$ cat config.mk
export PLATFORM = sky130hd
export DESIGN_NAME = uart_tx_arbiter
export DESIGN_NICKNAME = d
export VERILOG_FILES = /design/src/rtl/uart_tx_arbiter.sv
export SDC_FILE = /design/constraint.sdc
export NUM_CORES = 1
export LEC_CHECK = 0
export BUFFER_PORTS_ARGS = -buffer_cell sky130_fd_sc_hd__buf_2
export CORE_ASPECT_RATIO = 0.8
export CORE_MARGIN = 3
export CORE_UTILIZATION = 52
export DETAILED_ROUTE_END_ITERATION = 10
export GPL_ROUTABILITY_DRIVEN = 0
export GPL_TIMING_DRIVEN = 1
export PLACE_DENSITY = 0.85
export SETUP_SLACK_MARGIN = 0.2
export SYNTH_ARGS = -nofsm -noshare
export SYNTH_HDL_FRONTEND = slang
export SYNTH_SLANG_ARGS = --single-unit
$ cat constraint.sdc
create_clock -name clk -period 4.4 [get_ports clk]
set_clock_uncertainty 0.15 [all_clocks]
set_input_delay 0.66 -clock clk [delete_from_list [all_inputs] [get_ports clk]]
set_output_delay 0.66 -clock clk [all_outputs]
set_load 0.01 [all_outputs]
$ cat src/rtl/uart_tx_arbiter.sv
// -----------------------------------------------------------------------------
// uart_tx_arbiter
//
// Shares one uart_tx serializer between NUM_REQ byte producers. One requester
// is served at a time. A requester whose byte is not flagged "last" keeps the
// serializer locked until it delivers its last byte, so messages are never
// interleaved.
//
// Optional build macro:
//   UART_ARB_FIXED_PRIO_EN  when defined, IDLE grants the lowest-index valid
//                           requester (index 0 highest priority) and no
//                           round-robin pointer is kept. Lock/HOLD unchanged.
//                           When undefined, IDLE grants round-robin.
//
// Ports:
//   clk          system clock, all registers update on posedge
//   rst_n        synchronous reset, active low
//   req_valid    per-requester byte valid
//   req_data     per-requester byte, requester i on [8i+7:8i]
//   req_last     per-requester "last byte of message" flag
//   req_ready    per-requester accept strobe (one-hot or zero)
//   tx_start     start strobe to uart_tx, held until uart_tx goes busy
//   tx_data      byte to uart_tx, stable from acceptance to next completion
//   tx_complete  uart_tx idle flag (high = idle)
//   grant_id     index of the requester being served or holding the lock
//   busy         high in every state except IDLE
//
// Handshake: a byte from requester i is transferred on a posedge where
// req_valid[i] and req_ready[i] are both high. req_ready is combinational,
// is never high in START or WAIT, and never depends on req_ready itself.
// A requester may drop req_valid before acceptance without losing anything.
// -----------------------------------------------------------------------------
module uart_tx_arbiter #(
  parameter int NUM_REQ = 4,
  parameter int ID_W    = 3
) (
  input  logic                 clk,
  input  logic                 rst_n,
  input  logic [NUM_REQ-1:0]   req_valid,
  input  logic [8*NUM_REQ-1:0] req_data,
  input  logic [NUM_REQ-1:0]   req_last,
  output logic [NUM_REQ-1:0]   req_ready,
  output logic                 tx_start,
  output logic [7:0]           tx_data,
  input  logic                 tx_complete,
  output logic [ID_W-1:0]      grant_id,
  output logic                 busy
);

  typedef enum logic [1:0] {
    ST_IDLE  = 2'd0,
    ST_START = 2'd1,
    ST_WAIT  = 2'd2,
    ST_HOLD  = 2'd3
  } state_t;

  state_t          state;
  logic            lock;
`ifndef UART_ARB_FIXED_PRIO_EN
  logic [ID_W-1:0] rr_ptr;
`endif

  // ---------------------------------------------------------------------------
  // Winner search for IDLE.
  // ---------------------------------------------------------------------------
  logic            win_found;
  logic [ID_W-1:0] win_idx;

  always_comb begin
    win_found = 1'b0;
    win_idx   = '0;
`ifdef UART_ARB_FIXED_PRIO_EN
    for (int j = 0; j < NUM_REQ; j++) begin
      if (!win_found && req_valid[j]) begin
        win_found = 1'b1;
        win_idx   = ID_W'(j);
      end
    end
`else
    // Circular search from rr_ptr as two linear passes: first the indices at
    // or above the pointer, then wrap around to the lower ones.
    for (int j = 0; j < NUM_REQ; j++) begin
      if (!win_found && req_valid[j] && (ID_W'(j) >= rr_ptr)) begin
        win_found = 1'b1;
        win_idx   = ID_W'(j);
      end
    end
    for (int j = 0; j < NUM_REQ; j++) begin
      if (!win_found && req_valid[j]) begin
        win_found = 1'b1;
        win_idx   = ID_W'(j);
      end
    end
`endif
  end

  // ---------------------------------------------------------------------------
  // Selected requester: the locked one in HOLD, the search winner otherwise.
  // ---------------------------------------------------------------------------
  logic [ID_W-1:0] sel_idx;
  logic            sel_valid;
  logic [7:0]      sel_data;
  logic            sel_last;
  logic            accept;

  always_comb begin
    sel_idx   = (state == ST_HOLD) ? grant_id : win_idx;
    sel_valid = 1'b0;
    sel_data  = '0;
    sel_last  = 1'b0;
    for (int j = 0; j < NUM_REQ; j++) begin
      if (sel_idx == ID_W'(j)) begin
        sel_valid = req_valid[j];
        sel_data  = req_data[8*j +: 8];
        sel_last  = req_last[j];
      end
    end

    // In IDLE the serializer must also be idle; HOLD is only entered after
    // completion was seen, so it needs no extra qualifier. Nothing is
    // accepted while reset is asserted.
    case (state)
      ST_IDLE: accept = rst_n && tx_complete && win_found;
      ST_HOLD: accept = rst_n && sel_valid;
      default: accept = 1'b0;
    endcase

    for (int j = 0; j < NUM_REQ; j++) begin
      req_ready[j] = accept && (sel_idx == ID_W'(j));
    end
  end

  // ---------------------------------------------------------------------------
  // Control FSM with registered outputs.
  // ---------------------------------------------------------------------------
  always_ff @(posedge clk) begin
    if (!rst_n) begin
      state    <= ST_IDLE;
      lock     <= 1'b0;
      tx_start <= 1'b0;
      tx_data  <= '0;
      grant_id <= '0;
      busy     <= 1'b0;
`ifndef UART_ARB_FIXED_PRIO_EN
      rr_ptr   <= '0;
`endif
    end else begin
      case (state)
        ST_IDLE, ST_HOLD: begin
          if (accept) begin
            tx_data  <= sel_data;
            grant_id <= sel_idx;
            lock     <= ~sel_last;
            tx_start <= 1'b1;
            busy     <= 1'b1;
            state    <= ST_START;
          end
        end

        ST_START: begin
          // uart_tx has taken the byte once it reports busy.
          if (!tx_complete) begin
            tx_start <= 1'b0;
            state    <= ST_WAIT;
          end
        end

        ST_WAIT: begin
          if (tx_complete) begin
            if (lock) begin
              state <= ST_HOLD;
            end else begin
`ifdef UART_ARB_FIXED_PRIO_EN
              // Fixed priority keeps no rotation state.
`else
              rr_ptr <= (grant_id == ID_W'(NUM_REQ - 1)) ? '0 : grant_id + ID_W'(1);
`endif
              busy  <= 1'b0;
              state <= ST_IDLE;
            end
          end
        end

        default: state <= ST_IDLE;
      endcase
    end
  end

endmodule

## Yosys cells after proc, flatten, opt, wreduce, memory -nomap -nowiden

Index checks and enable logic that the tools add are counted.

- Logic and storage cells: 101
- Register bits after elaboration: 19

- Add/sub/neg operators: 1
- Eq/ne operators: 11
- Order comparisons: 4
- Mux-type cells: 41
- Reductions and logical operators: 35
- Bitwise operators: 2

Operators by type and width:

| operator | number |
|---|---|
| $mux 8 | 4 |
| $mux 3 | 8 |
| $mux 1 | 21 |
| $logic_and 1x1->1 | 18 |
| $eq 3x2->1 const B | 3 |
| $reduce_and 3->1 | 3 |
| $mux 2 | 4 |
| $ne 2x2->1 const B | 4 |
| $logic_not 1->1 | 7 |
| $ge 1x3->1 const A | 2 |
| $ge 2x3->1 const A | 2 |
| $pmux 1 s2 | 3 |
| $pmux 2 s3 | 1 |
| $eq 2x2->1 const B | 2 |
| $reduce_and 4->1 | 1 |
| $reduce_bool 2->1 | 2 |
| $add 3x1->3 const B | 1 |
| $eq 3x1->1 const B | 1 |
| $logic_not 3->1 | 1 |
| $eq 2x1->1 const B | 1 |
| $logic_not 2->1 | 1 |
| $not 1->1 | 2 |
| $reduce_and 2->1 | 1 |
| $reduce_or 2->1 | 1 |

## Logic depth before layout (Yosys ltp)

Gate-level depths: netlist of the first run.

- Depth after elaboration: 37
- Mapped depth: 10
- Gate-level depth less buffers: 8

## Worst setup path before layout of the first run

No wires, ideal clock.

- Kind: input to output
- Start: input req_valid[2]
- End: output req_ready[2]
- Arrival: 2.638 ns
- Stages on the path: 10
- Buffers on the path: 3
- Path slack: 0.952 ns
- Required time: 3.590 ns
- Path through: buf_2 -> inv_2 -> a211o_1 -> o311ai_4 -> or4_1 -> o211ai_2 -> a21o_1 -> buf_6 -> buf_8 -> nor3b_2

- Word-level cells in the longest chain between the ends: 28
- Elaborated cells between the ends (all ways): 38
- Classes of those cells: eq/ne: 3; mux: 18; reduce/logical: 17

Ends and longest elaborated chain:

| what | RTL line | source |
|---|---|---|
| start, declared | 39 | `input logic [NUM_REQ-1:0] req_valid,` |
| $logic_and 1x1->1 (2 in a row) | 83 | `if (!win_found && req_valid[j] && (ID_W'(j) >= rr_ptr)) begin` |
| $mux 1 | 83 |  |
| $logic_not 1->1 | 83 |  |
| $logic_and 1x1->1 (2 in a row) | 83 |  |
| $mux 1 | 83 |  |
| $logic_not 1->1 | 89 | `if (!win_found && req_valid[j]) begin` |
| $logic_and 1x1->1 | 89 |  |
| $mux 1 | 89 |  |
| [... 7 more ...] | -- |  |
| $logic_and 1x1->1 | 89 |  |
| $mux 3 | 89 |  |
| $mux 3 | 107 | `sel_idx = (state == ST_HOLD) ? grant_id : win_idx;` |
| $logic_not 3->1 | 112 | `if (sel_idx == ID_W'(j)) begin` |
| $mux 1 (4 in a row) | 112 |  |
| $logic_and 1x1->1 | 124 | `ST_HOLD: accept = rst_n && sel_valid;` |
| $pmux 1 s2 | 122 | `case (state)` |
| $logic_and 1x1->1 (*) | 129 | `req_ready[j] = accept && (sel_idx == ID_W'(j));` |
| end, declared | 42 | `output logic [NUM_REQ-1:0] req_ready,` |

Every way passes the cells marked *; elsewhere a longest branch is shown, timed or not.

## Worst setup path after layout of the first run

- Start: register state[1]
- End: output req_ready[1]

- Word-level cells in the longest chain between the ends: 10
- Elaborated cells between the ends (all ways): 14
- Classes of those cells: eq/ne: 4; mux: 6; reduce/logical: 4

Ends and longest elaborated chain:

| what | RTL line | source |
|---|---|---|
| start, declared | 57 | `state_t state;` |
| start signal, assigned | 138 | `state <= ST_IDLE;` |
| start signal, assigned | 156 | `state <= ST_START;` |
| start signal, assigned | 164 | `state <= ST_WAIT;` |
| $eq 2x2->1 | 107, 122 |  |
| $mux 3 | 107 |  |
| $logic_not 3->1 | 112 |  |
| $mux 1 (4 in a row) | 112 |  |
| $logic_and 1x1->1 | 124 |  |
| $pmux 1 s2 | 122 |  |
| $logic_and 1x1->1 (*) | 129 |  |

Marks and branches as above.

==> results.txt, run 1 <==
----------------------------------------------------
[Finish]
  FILL cells ... 229
  Layout net count ... 282
  Layout-stage area growth over the synthesis result ... 22.1%
  Antenna diode count ... 0
  Post-route design area ... 1840 um2
  Share of final-layout standard cells stronger than drive strength 1 ... 32.6%
  Util after Layout ... 70.6%

[Logic synthesis]
  Post-Syn Nets ... 226
  Count of state elements after synthesis ... 19
  Share of the yosys chip area belonging to registers ... 25.3%
  Dominant combinational cell family by area after synthesis ... simple AND/OR/NAND/NOR gates
  Post-synthesis adder-cell area fraction ... 4.16%
  Mux cell area share after synthesis ... 20.0%
  Post-Syn Area ... 1510 um2
  Synth Area in Compound Gates ... ~22%
  Synthesized-area fraction occupied by and/or/nand/nor cells ... 22.1%
  Library cells used by synthesis ... 46
  XOR/XNOR Fraction of Synth Area ... 0%
  Mean instance size in the synthesized netlist ... 8.46 um2
  Cell count after synthesis ... 178
  Yosys warns ... 0

[Worst hold path]
  Worst hold path stage count ... 2
  Sink of the worst hold path ... tx_data[5]
  Worst hold-check path type ... register to register
  Startpoint of the worst hold path ... tx_data[5]

[STA]
  Transition time at the pin with the least slew margin ... 433 ps
  Number of max-slew violations in the final report ... 0
  Crit share post-route ... 84.9%
  Fin Setup TNS ... 0 ps
  Final Critical Period ... 3740 ps
  Final number of setup-violating endpoints ... 0
  Maximum frequency from static timing analysis ... approximately 0.27 GHz
  Number of hold violations in the final report ... 0
  RSZ-0062 raised after global routing ... false
  Relative slew slack ... between 70% and 80%

[GRT]
  Residual overflow from global routing ... 0
  Gr usage total ... 22.4%
  Initial antenna violation count ... 0
  Number of global-route vias before repair ... 1335
  Pin count of the biggest net entering global routing ... 23
  Wire length of the first global-routing pass ... 6.21 mm

[Clock tree]
  TritonCTS clock tree ... yes
  Sink count of the clock tree ... 19
  Number of buffers created by CTS ... 3
  Skew-Pair Late Insertion Delay ... 300 ps
  Clock tree root driver cell ... sky130_fd_sc_hd__clkbuf_4
  Total number of H-tree levels ... 1
  Reg clk slew, reported paths ... 120 ps
  Buffers inserted by post-CTS timing repair ... 0
  Quantity of hold-fixing buffers added after cts ... 0
  Quantity of gates resized following cts ... 0
  Max Root-Sink Buffers ... 2

[Critical path]
  Startpoint type of the worst setup path ... register
  Worst flop-to-flop path startpoint ... state[1]
  Max Fanout on Critical Path ... 11
  Endpoint of the worst register-to-register path ... tx_data[4]
  Worst R2R Path Depth ... 10
  Critical path class ... register to primary output
  CP endpoint kind ... primary output
  Reg-to-reg slack, setup ... ~1300 ps
  Required time at the endpoint of the critical path ... roughly 3600 ps
  Signal arrival time at the worst endpoint ... 2930 ps

[Floorplan]
  Num rows ... 16
  Initial Util ... 57.8%
  Width of the die ... 66.2 um
  I/O pin count ... 60
  Core area ... ~2600 um2
  Vertical die dimension ... 54.1 um
  Die Area ... about 3600 um2

[Flow run]
  Max Cap Violations ... 0

[Detailed routing]
  Mean routed wirelength per cell ... roughly 14 um
  Count of routing violations after the opening detailed-route iteration ... 71
  Remaining number of nets flagged by the antenna check after routing ... 0
  Via density ... 5.49
  Post-route DRC violation count ... 0
  Via count of the routed design ... 1478
  Wire length after detailed routing ... 3.75 mm
  DRT Pass-1 Iters ... 4

[Power and ir drop]
  Logic gate share of total power ... between 40% and 50%
  Net load switching power ... 0.000205 W
  Sequential group share of total power ... 40.3%
  Power density cells ... 300 nW/um2
  Switching Fraction ... approximately 37%
  Worst vdd rail ir drop ... about 0.00021 V
  P_leak ... 0.877 nW
  Cell Int Power ... 0.000345 W
  Power share of the clock group ... 16.5%

[Placement]
  Post-detailed-placement cell area ... 1810 um2
  Count of input and output buffers ... 59
  DPL Wire Length ... 2.98 mm

[Run status]
  Status ... finished, final reports clean

----------------------------------------------------
-- power by group through the flow --
stage                     sequential [W]   clock, W  combinational [W]
final                           0.000222  0.0000906           0.000238
after global routing            0.000226  0.0000976           0.000263
after CTS                       0.000222  0.0000936           0.000238
after detailed placement        0.000225          0           0.000237
after global placement          0.000225          0           0.000232
after floorplan                 0.000235          0           0.000155
-- final cells by class --
class	count	area [um2]	share of cell area, %
Inverter	9	33.8	1.84
Timing Repair Buffer	62	318	17.3
Clock inverter	1	7.51	0.408
Clock buffer	3	22.5	1.23
Sequential cell	19	380	20.7
Tap cell	36	45.0	2.45
Multi-Input combinational cell	139	1030	56.1
-- logic make-up after synthesis --
| family | count (synthesis) |
|---|---|
| buffers and inverters | 20 |
| adders and majority gates | 5 |
| and+or+nand+nor | 62 |
| muxes | 30 |
| AOI/OAI and AO/OA | 42 |
| DFF | 19 |
-- state kept, by name (all words and copies together) (netlist names) --
signal	flops
tx_data	8
lock	1
grant_id	3
state	2
busy	1
rr_ptr	3
tx_start	1
-- metrics by stage --
step / power (W) / setup WS (ps) / cells / hold WS [ps]
floorplan: 0.000390 / 952 / 178 / 307
global route: 0.000586 / 474 / 269 / 332
global placement: 0.000457 / 838 / 265 / 293
detailed placement: 0.000462 / 816 / 265 / 303
finish: 0.000551 / 664 / 269 / 318
CTS: 0.000553 / 648 / 269 / 317
-- synth_stat cells, drive strengths merged --
cell type / number / area (um2)
or3b: 1 / 8.76
and3: 1 / 6.26
nand4b: 1 / 8.76
o211a: 1 / 10.0
o211ai: 2 / 20.0
a31oi: 1 / 6.26
a211oi: 1 / 7.51
ha: 5 / 62.6
inv: 9 / 33.8
o22a: 9 / 78.8
and3b: 1 / 8.76
nand2: 25 / 93.8
or3: 3 / 18.8
nor2: 6 / 22.5
nand3: 5 / 25.0
o21ai: 7 / 35.0
nor4: 1 / 6.26
o221ai: 1 / 8.76
or4: 1 / 7.51
a32oi: 1 / 8.76
a211o: 1 / 8.76
nor2b: 4 / 25.0
buf: 6 / 45.0
clkbuf: 5 / 18.8
a22oi: 1 / 7.51
mux2i: 30 / 300
o311ai: 2 / 42.6
o2111ai: 1 / 8.76
nand2b: 4 / 25.0
nor3: 4 / 30.0
dfxtp: 19 / 380
o32ai: 1 / 8.76
a21oi: 8 / 40.0
o21bai: 1 / 7.51
nor3b: 4 / 40.0
a311oi: 2 / 17.5
and2: 1 / 6.26
a21o: 2 / 15.0
-- cells in the final DEF (no fill, tap or decap), types with 2 or more instances in the layout --
cell                       instances
sky130_fd_sc_hd__mux2i_1          30
sky130_fd_sc_hd__nor3b_1           2
sky130_fd_sc_hd__clkbuf_4          3
sky130_fd_sc_hd__nand2b_1          4
sky130_fd_sc_hd__o22a_1            9
sky130_fd_sc_hd__nor3_2            2
sky130_fd_sc_hd__nand2_1          25
sky130_fd_sc_hd__buf_4             3
sky130_fd_sc_hd__nor2b_1           4
sky130_fd_sc_hd__nor2_1            6
sky130_fd_sc_hd__buf_2            59
sky130_fd_sc_hd__dfxtp_1          19
sky130_fd_sc_hd__a311oi_1          2
sky130_fd_sc_hd__ha_1              5
sky130_fd_sc_hd__or3_1             3
sky130_fd_sc_hd__a21o_1            2
sky130_fd_sc_hd__nor3b_2           2
sky130_fd_sc_hd__nand3_1           5
sky130_fd_sc_hd__a21oi_1           7
sky130_fd_sc_hd__inv_1             8
sky130_fd_sc_hd__nor3_1            2
sky130_fd_sc_hd__o21ai_0           7
-- per-layer routing --
layer,global-route usage [%],wire [um],vias to the layer above,part of all wire [%]
met5,0,0,-,0
li1,-,-,762,-
met3,5.01,223,2,5.9
met4,3.04,13,0,0.35
met1,29.8,1810,668,48
met2,38.1,1710,46,46
-- critical path: stages, from the launching register on --
cell                       delay (ps)
sky130_fd_sc_hd__dfxtp_1          430
sky130_fd_sc_hd__ha_1             440
sky130_fd_sc_hd__nor3_1           130
sky130_fd_sc_hd__o311ai_2         110
sky130_fd_sc_hd__o311ai_4         140
sky130_fd_sc_hd__buf_4            190
sky130_fd_sc_hd__or4_1            520
sky130_fd_sc_hd__o211ai_2         140
sky130_fd_sc_hd__a21o_1           300
sky130_fd_sc_hd__nor3_2            70
sky130_fd_sc_hd__buf_2            140
-- worst max-delay path by stage --
stage                 startpoint  depth (start not counted)           end  slack, ps
detailed placement  req_valid[3]                         10  req_ready[1]        820
global route            state[1]                         10  req_ready[2]        470
floorplan           req_valid[2]                         10  req_ready[2]        950
CTS                     state[1]                         10  req_ready[1]        650
finish                  state[1]                         10  req_ready[1]        660
global placement    req_valid[3]                         10  req_ready[2]        840
Power figures use the tool's default switching activity.
==> run 2: changes to the inputs <==
--- a/config.mk
+++ b/config.mk
@@ -8,11 +8,11 @@
 export BUFFER_PORTS_ARGS = -buffer_cell sky130_fd_sc_hd__buf_2
 export CORE_ASPECT_RATIO = 0.8
 export CORE_MARGIN = 3
-export CORE_UTILIZATION = 52
+export CORE_UTILIZATION = 48
 export DETAILED_ROUTE_END_ITERATION = 10
 export GPL_ROUTABILITY_DRIVEN = 0
 export GPL_TIMING_DRIVEN = 1
-export PLACE_DENSITY = 0.85
+export PLACE_DENSITY = 0.79
 export SETUP_SLACK_MARGIN = 0.2
 export SYNTH_ARGS = -nofsm -noshare
 export SYNTH_HDL_FRONTEND = slang
==> constraint.sdc (replaced) <==
create_clock -name clk -period 3.7 [get_ports clk]
set_clock_uncertainty 0.15 [all_clocks]
set_input_delay 0.555 -clock clk [delete_from_list [all_inputs] [get_ports clk]]
set_output_delay 0.555 -clock clk [all_outputs]
set_load 0.01 [all_outputs]
==> run 2 against run 1 <==
Sequential share of layout area shrank 0.36 points. Non-clock buffer count grew 2. Sequential power grew 19%. Hold slack lost 10 ps. Clock-buffer cell count grew 1. Combinational power grew 18%. Highest routed layer unchanged. Worst setup slack lost 210 ps. Largest power group unchanged.
==> results.txt, run 2 (synthesis results as in run 1) <==
----------------------------------------------------
[Floorplan]
  I/O pin count ... 60 (unchanged)
  Vertical die dimension ... 56.1 um (+3.6%)
  Initial Util ... 52.4% (-5.4 points)
  Width of the die ... 68.6 um (+3.7%)
  Num rows ... 17 (+1)
  Die Area ... 3850 um2 (+7.5%)
  Core area ... 2870 um2 (+10%)

[Power and ir drop]
  Power share of the clock group ... 21.1% (+4.6 points)
  Sequential group share of total power ... 38.3% (-2.0 points)
  Cell Int Power ... 0.000448 W (+30%)
  Total Power Consumption ... 0.000690 W (+25%)
  Switching Fraction ... 35.2% (-2.1 points)
  Worst vdd rail ir drop ... 0.000272 V (+30%)
  P_leak ... 0.896 nW (+2.2%)
  Logic gate share of total power ... 40.5% (-2.8 points)
  Net load switching power ... 0.000243 W (+18%)
  Power density cells ... 369 nW/um2 (+23%)

[GRT]
  Number of global-route vias before repair ... 1401 (+4.9%)
  Gr usage total ... 20.6% (-1.8 points)
  Initial antenna violation count ... 0 (unchanged)
  Residual overflow from global routing ... 0 (unchanged)
  Pin count of the biggest net entering global routing ... 22 (-4.3%)
  Wire length of the first global-routing pass ... 6.29 mm (+1.2%)

[Finish]
  Share of final-layout standard cells stronger than drive strength 1 ... 32.8% (+0.15 points)
  Most flop-heavy register ... tx_data
  Antenna diode count ... 0 (unchanged)
  Layout net count ... 284 (+0.71%)
  Flip-flop count of the largest register after layout ... 8 (unchanged)
  Commonest cells after routing, fill and taps aside ... sky130_fd_sc_hd__buf_2, sky130_fd_sc_hd__mux2i_1, sky130_fd_sc_hd__nand2_1
  Most frequent standard cell in the layout excluding fill and tap cells ... sky130_fd_sc_hd__buf_2
  FILL cells ... 273 (+19%)
  Top Registers ... tx_data x8, grant_id x3, rr_ptr x3
  Layout-stage area growth over the synthesis result ... 24.3%
  Flip-flop and latch area ... 380 um2 (unchanged)
  Footprint of the multi-input gates ... 1030 um2 (unchanged)

[Clock tree]
  Max Root-Sink Buffers ... 2 (unchanged)
  Clock tree root driver cell ... sky130_fd_sc_hd__clkbuf_8
  Sink count of the clock tree ... 19 (unchanged)
  Quantity of hold-fixing buffers added after cts ... 0 (unchanged)
  Reg clk slew, reported paths ... 70 ps (-50 ps)
  Skew-Pair Late Insertion Delay ... 260 ps (-40 ps)
  Total number of H-tree levels ... 1 (unchanged)
  TritonCTS clock tree ... yes
  Number of buffers created by CTS ... 3 (unchanged)
  Buffers inserted by post-CTS timing repair ... 0 (unchanged)
  Quantity of gates resized following cts ... 0 (unchanged)

[STA]
  Transition time at the pin with the least slew margin ... 395 ps (-38.2 ps)
  Final number of setup-violating endpoints ... 0 (unchanged)
  RSZ-0062 raised after global routing ... false
  Relative slew slack ... 73.5% (+2.4 points)
  Maximum frequency from static timing analysis ... between 0.3 and 0.4 GHz
  Smallest setup slack after layout ... 450 ps (-214 ps)
  Number of max-slew violations in the final report ... 0 (unchanged)
  Number of hold violations in the final report ... 0 (unchanged)
  Worst hold margin ... 308 ps (-10.2 ps)
  Final Critical Period ... 3250 ps
  Crit share post-route ... between 80% and 90%
  Fin Setup TNS ... 0 ps (unchanged)

[Detailed routing]
  Via count of the routed design ... 1515 (+2.5%)
  Mean routed wirelength per cell ... 13.5 um (-3.0%)
  Via density ... 5.55 (+1.0%)
  Post-route DRC violation count ... 0 (unchanged)
  DRT Pass-1 Iters ... 4 (unchanged)
  Remaining number of nets flagged by the antenna check after routing ... 0 (unchanged)
  Count of routing violations after the opening detailed-route iteration ... 110 (+55%)
  Wire length after detailed routing ... 3.70 mm (-1.5%)

[Critical path]
  Most repeated library cell on the critical path ... sky130_fd_sc_hd__buf_2
  Cells along the critical path ... buf_2, and3b_1, a211o_1, o22a_1, a211oi_1, o211ai_2, a21o_1, nor3b_2, buf_2
  Required time at the endpoint of the critical path ... 2990 ps (-600 ps)
  Slowest Stage Delay on Critical Path ... 330 ps (-190 ps)
  CP endpoint kind ... primary output
  Signal arrival time at the worst endpoint ... 2540 ps (-390 ps)
  Slowest cell on the critical path ... sky130_fd_sc_hd__a211o_1
  Critical path class ... input port to primary output
  Max Fanout on Critical Path ... 7 (-4)
  Startpoint type of the worst setup path ... input port

[Worst hold path]
  Worst hold-check path type ... register to register

[Placement]
  Post-placement setup slack ... 462 ps (-354 ps)
  DPL Wire Length ... 3.01 mm (+1.2%)
  Count of input and output buffers ... 59 (unchanged)

[Run status]
  Status ... finished, final reports clean

[Flow run]
  Max Cap Violations ... 0 (unchanged)

----------------------------------------------------
==> run 2: final cells by class <==
cell class / instances / share of cell area (%)
multi-input combinational: 139 / 55.1
sequential: 19 / 20.3
timing repair buffer: 64 / 17.8
tap: 38 / 2.54
clock buffer: 4 / 2.41
inverter: 9 / 1.81
==> run 2: per-layer routing <==
metal	up-vias	wire length (um)	share of wire (%)	global-route usage [%]
met5	-	0	0	0
met4	0	8	0.22	1.98
met3	2	157	4.2	4.85
met2	36	1750	47	32.7
met1	708	1780	48	28.8
li1	769	-	-	-
==> run 2: power groups by stage <==
stage | logic (W) | clock network (W) | registers [W]
after floorplan | 0.000185 | 0 | 0.000279
after global placement | 0.000277 | 0 | 0.000268
after detailed placement | 0.000279 | 0 | 0.000268
after CTS | 0.000282 | 0.000149 | 0.000264
after global routing | 0.000313 | 0.000159 | 0.000269
final | 0.000280 | 0.000146 | 0.000264
==> run 2: final timing paths <==
kind,depth (start not counted),slack [ps],end,start
worst max-delay path,9,450,req_ready[2],req_valid[3]
worst min-delay path,2,310,tx_data[2],tx_data[2]
worst max register to register,8,950,tx_data[1],rr_ptr[1]
worst min register to register,2,310,tx_data[2],tx_data[2]
==> run 2: critical path, delay by kind of cell <==
family	cells	cell delay, ps
buffers and inverters	2	270
AND/OR/NAND/NOR	2	390
AO/OA/AOI/OAI	5	1320
==> run 2: through the flow <==
step                cells  utilization (%)  area, um2
floorplan             178                -       1510
global placement      269             63.6       1830
detailed placement    269             63.6       1830
CTS                   273             65.1       1870
global route          273             65.1       1870
finish                273             65.1       1870
==> run 3: changes to the inputs <==
--- a/config.mk
+++ b/config.mk
@@ -7,7 +7,7 @@
 export LEC_CHECK = 0
 export BUFFER_PORTS_ARGS = -buffer_cell sky130_fd_sc_hd__buf_2
 export CORE_ASPECT_RATIO = 0.8
-export CORE_MARGIN = 3
+export CORE_MARGIN = 1
 export CORE_UTILIZATION = 48
 export DETAILED_ROUTE_END_ITERATION = 10
 export GPL_ROUTABILITY_DRIVEN = 0
==> run 3 against run 2 <==
Clock-buffer cell count decreased by 1. Sequential power about the same. Routed wire length about the same. Non-clock buffer count unchanged. Clock power is essentially flat. Sequential share of layout area about the same. First-iteration DRC count decreased by 22%. Combinational power about the same. Design area barely moved. Critical endpoint unchanged. Power grew 0.42%.
==> results.txt, run 3 (synthesis results as in run 1) <==
----------------------------------------------------
[Finish]
  FILL cells ... 259 (-5.1%)
  Most flop-heavy register ... tx_data
  Layout net count ... 284 (unchanged)
  Most frequent standard cell in the layout excluding fill and tap cells ... sky130_fd_sc_hd__buf_2
  Commonest cells after routing, fill and taps aside ... sky130_fd_sc_hd__buf_2, sky130_fd_sc_hd__mux2i_1, sky130_fd_sc_hd__nand2_1
  Layout-stage area growth over the synthesis result ... 24.4% (about the same)
  Flip-flop count of the largest register after layout ... 8 (unchanged)
  Final standard cell count with taps included and fillers excluded ... 273 (unchanged)
  Share of final-layout standard cells stronger than drive strength 1 ... 33.2% (+0.43 points)
  Top Registers ... tx_data x8, grant_id x3, rr_ptr x3
  Antenna diode count ... 0 (unchanged)

[STA]
  Maximum frequency from static timing analysis ... 0.306 GHz (-0.45%)
  Worst hold margin ... 311 ps (+3.76 ps)
  Smallest setup slack after layout ... 435 ps (-14.7 ps)
  Number of hold violations in the final report ... 0 (unchanged)
  Relative slew slack ... 72.9% (-0.61 points)
  Crit share post-route ... 88.2% (+0.40 points)
  Final Critical Period ... 3260 ps (+14.7 ps)
  Number of max-slew violations in the final report ... 0 (unchanged)
  Final number of setup-violating endpoints ... 0 (unchanged)
  RSZ-0062 raised after global routing ... false
  Transition time at the pin with the least slew margin ... 404 ps (+9.05 ps)
  Fin Setup TNS ... 0 ps (unchanged)

[Floorplan]
  Vertical die dimension ... 52.1 um (-7.1%)
  Initial Util ... 52.4% (unchanged)
  Die Area ... 3370 um2 (-13%)
  I/O pin count ... 60 (unchanged)
  Num rows ... 17 (unchanged)
  Width of the die ... 64.6 um (-5.8%)
  Core area ... 2870 um2 (unchanged)

[Worst hold path]
  Sink of the worst hold path ... tx_data[4]
  Worst hold-check path type ... register to register
  Worst hold path stage count ... 2 (unchanged)
  Startpoint of the worst hold path ... tx_data[4]

[Clock tree]
  Skew-Pair Late Insertion Delay ... 260 ps (about the same)
  Clock tree root driver cell ... sky130_fd_sc_hd__clkbuf_8
  Quantity of hold-fixing buffers added after cts ... 0 (unchanged)
  Max Root-Sink Buffers ... 2 (unchanged)
  Buffers inserted by post-CTS timing repair ... 0 (unchanged)
  TritonCTS clock tree ... yes
  Quantity of gates resized following cts ... 0 (unchanged)
  Number of buffers created by CTS ... 3 (unchanged)
  Reg clk slew, reported paths ... 70 ps (about the same)
  Sink count of the clock tree ... 19 (unchanged)
  Total number of H-tree levels ... 1 (unchanged)

[Critical path]
  Startpoint type of the worst setup path ... input port
  First element of the critical path ... req_valid[3]
  Signal arrival time at the worst endpoint ... 2560 ps (+20 ps)
  Reg-to-reg slack, setup ... 970 ps (+20 ps)
  Worst R2R Path Depth ... 8 (unchanged)
  Endpoint of the worst register-to-register path ... tx_data[0]
  Max Fanout on Critical Path ... 7 (unchanged)
  Required time at the endpoint of the critical path ... 2990 ps (about the same)
  Critical path class ... input port to primary output
  CP endpoint kind ... primary output
  Worst flop-to-flop path startpoint ... rr_ptr[1]

[Placement]
  Post-placement setup slack ... 465 ps (+2.35 ps)
  DPL Wire Length ... 2.91 mm (-3.6%)
  Number of placed instances with taps included ... 269 (unchanged)
  Count of input and output buffers ... 59 (unchanged)

[GRT]
  Residual overflow from global routing ... 0 (unchanged)
  Gr usage total ... 23.5% (+2.9 points)
  Initial antenna violation count ... 0 (unchanged)
  Wire length of the first global-routing pass ... 6.07 mm (-3.5%)
  Pin count of the biggest net entering global routing ... 22 (unchanged)
  Number of global-route vias before repair ... 1328 (-5.2%)

[Power and ir drop]
  Switching Fraction ... 35.7% (+0.56 points)
  Worst vdd rail ir drop ... 0.000226 V (-17%)
  Logic gate share of total power ... 40.4% (about the same)
  Net load switching power ... 0.000248 W (+2.0%)
  P_leak ... 0.899 nW (+0.30%)
  Power share of the clock group ... 21.2% (about the same)
  Total Power Consumption ... 0.000693 W (+0.42%)
  Power density cells ... 370 nW/um2 (+0.35%)
  Cell Int Power ... 0.000445 W (-0.45%)
  Sequential group share of total power ... 38.4% (about the same)

[Flow run]
  Max Cap Violations ... 0 (unchanged)

[Detailed routing]
  Remaining number of nets flagged by the antenna check after routing ... 0 (unchanged)
  Wire length after detailed routing ... 3.70 mm (about the same)
  DRT Pass-1 Iters ... 4 (unchanged)
  Count of routing violations after the opening detailed-route iteration ... 86 (-22%)
  Mean routed wirelength per cell ... 13.5 um (about the same)
  Via density ... 5.62 (+1.3%)
  Via count of the routed design ... 1535 (+1.3%)
  Post-route DRC violation count ... 0 (unchanged)

[Run status]
  Status ... finished, final reports clean

----------------------------------------------------
==> run 3: per-stage QoR <==
step                      utilization, %  cell area, um2
final                               65.2            1870
after global routing                65.2            1870
after floorplan                        -            1510
after detailed placement            63.6            1830
after CTS                           65.2            1870
after global placement              63.6            1830
==> run 3: layout make-up <==
type	instances	area, um2	area share (%)
multi-input combinational	139	1030	55.1
sequential	19	380	20.3
timing repair buffer	64	333	17.8
tap	38	47.5	2.54
clock buffer	3	41.3	2.21
inverter	9	33.8	1.80
clock inverter	1	5.00	0.267
==> run 3: metal layers <==
layer,vias up,track usage [%],part of all wire (%)
met4,0,4.81,0.78
li1,767,-,-
met2,53,37.4,44
met1,710,32.3,49
met3,5,5.26,6.1
met5,-,0,0
==> run 3: power by group through the flow <==
stage	registers (W)	clock network [W]	logic (W)
2_1_floorplan	0.000279	0	0.000185
3_3_place_gp	0.000269	0	0.000277
3_5_place_dp	0.000269	0	0.000279
4_1_cts	0.000266	0.000150	0.000281
5_1_grt	0.000270	0.000160	0.000308
6_report	0.000266	0.000147	0.000280
==> run 3: worst max path at each step <==
stage / to / slack, ps / cells past startpoint
6_report: req_ready[2] / 440 / 9
5_1_grt: req_ready[2] / 330 / 9
4_1_cts: req_ready[3] / 460 / 9
3_5_place_dp: req_ready[3] / 460 / 9
3_3_place_gp: req_ready[3] / 520 / 9
2_1_floorplan: req_ready[2] / 460 / 10
==> run 3: critical path, cell delays in order <==
cell,delay (ps)
sky130_fd_sc_hd__buf_2,130
sky130_fd_sc_hd__and3b_1,210
sky130_fd_sc_hd__a211o_1,330
sky130_fd_sc_hd__o22a_1,230
sky130_fd_sc_hd__a211oi_1,280
sky130_fd_sc_hd__o211ai_2,180
sky130_fd_sc_hd__a21o_1,300
sky130_fd_sc_hd__nor3b_2,190
sky130_fd_sc_hd__buf_2,140
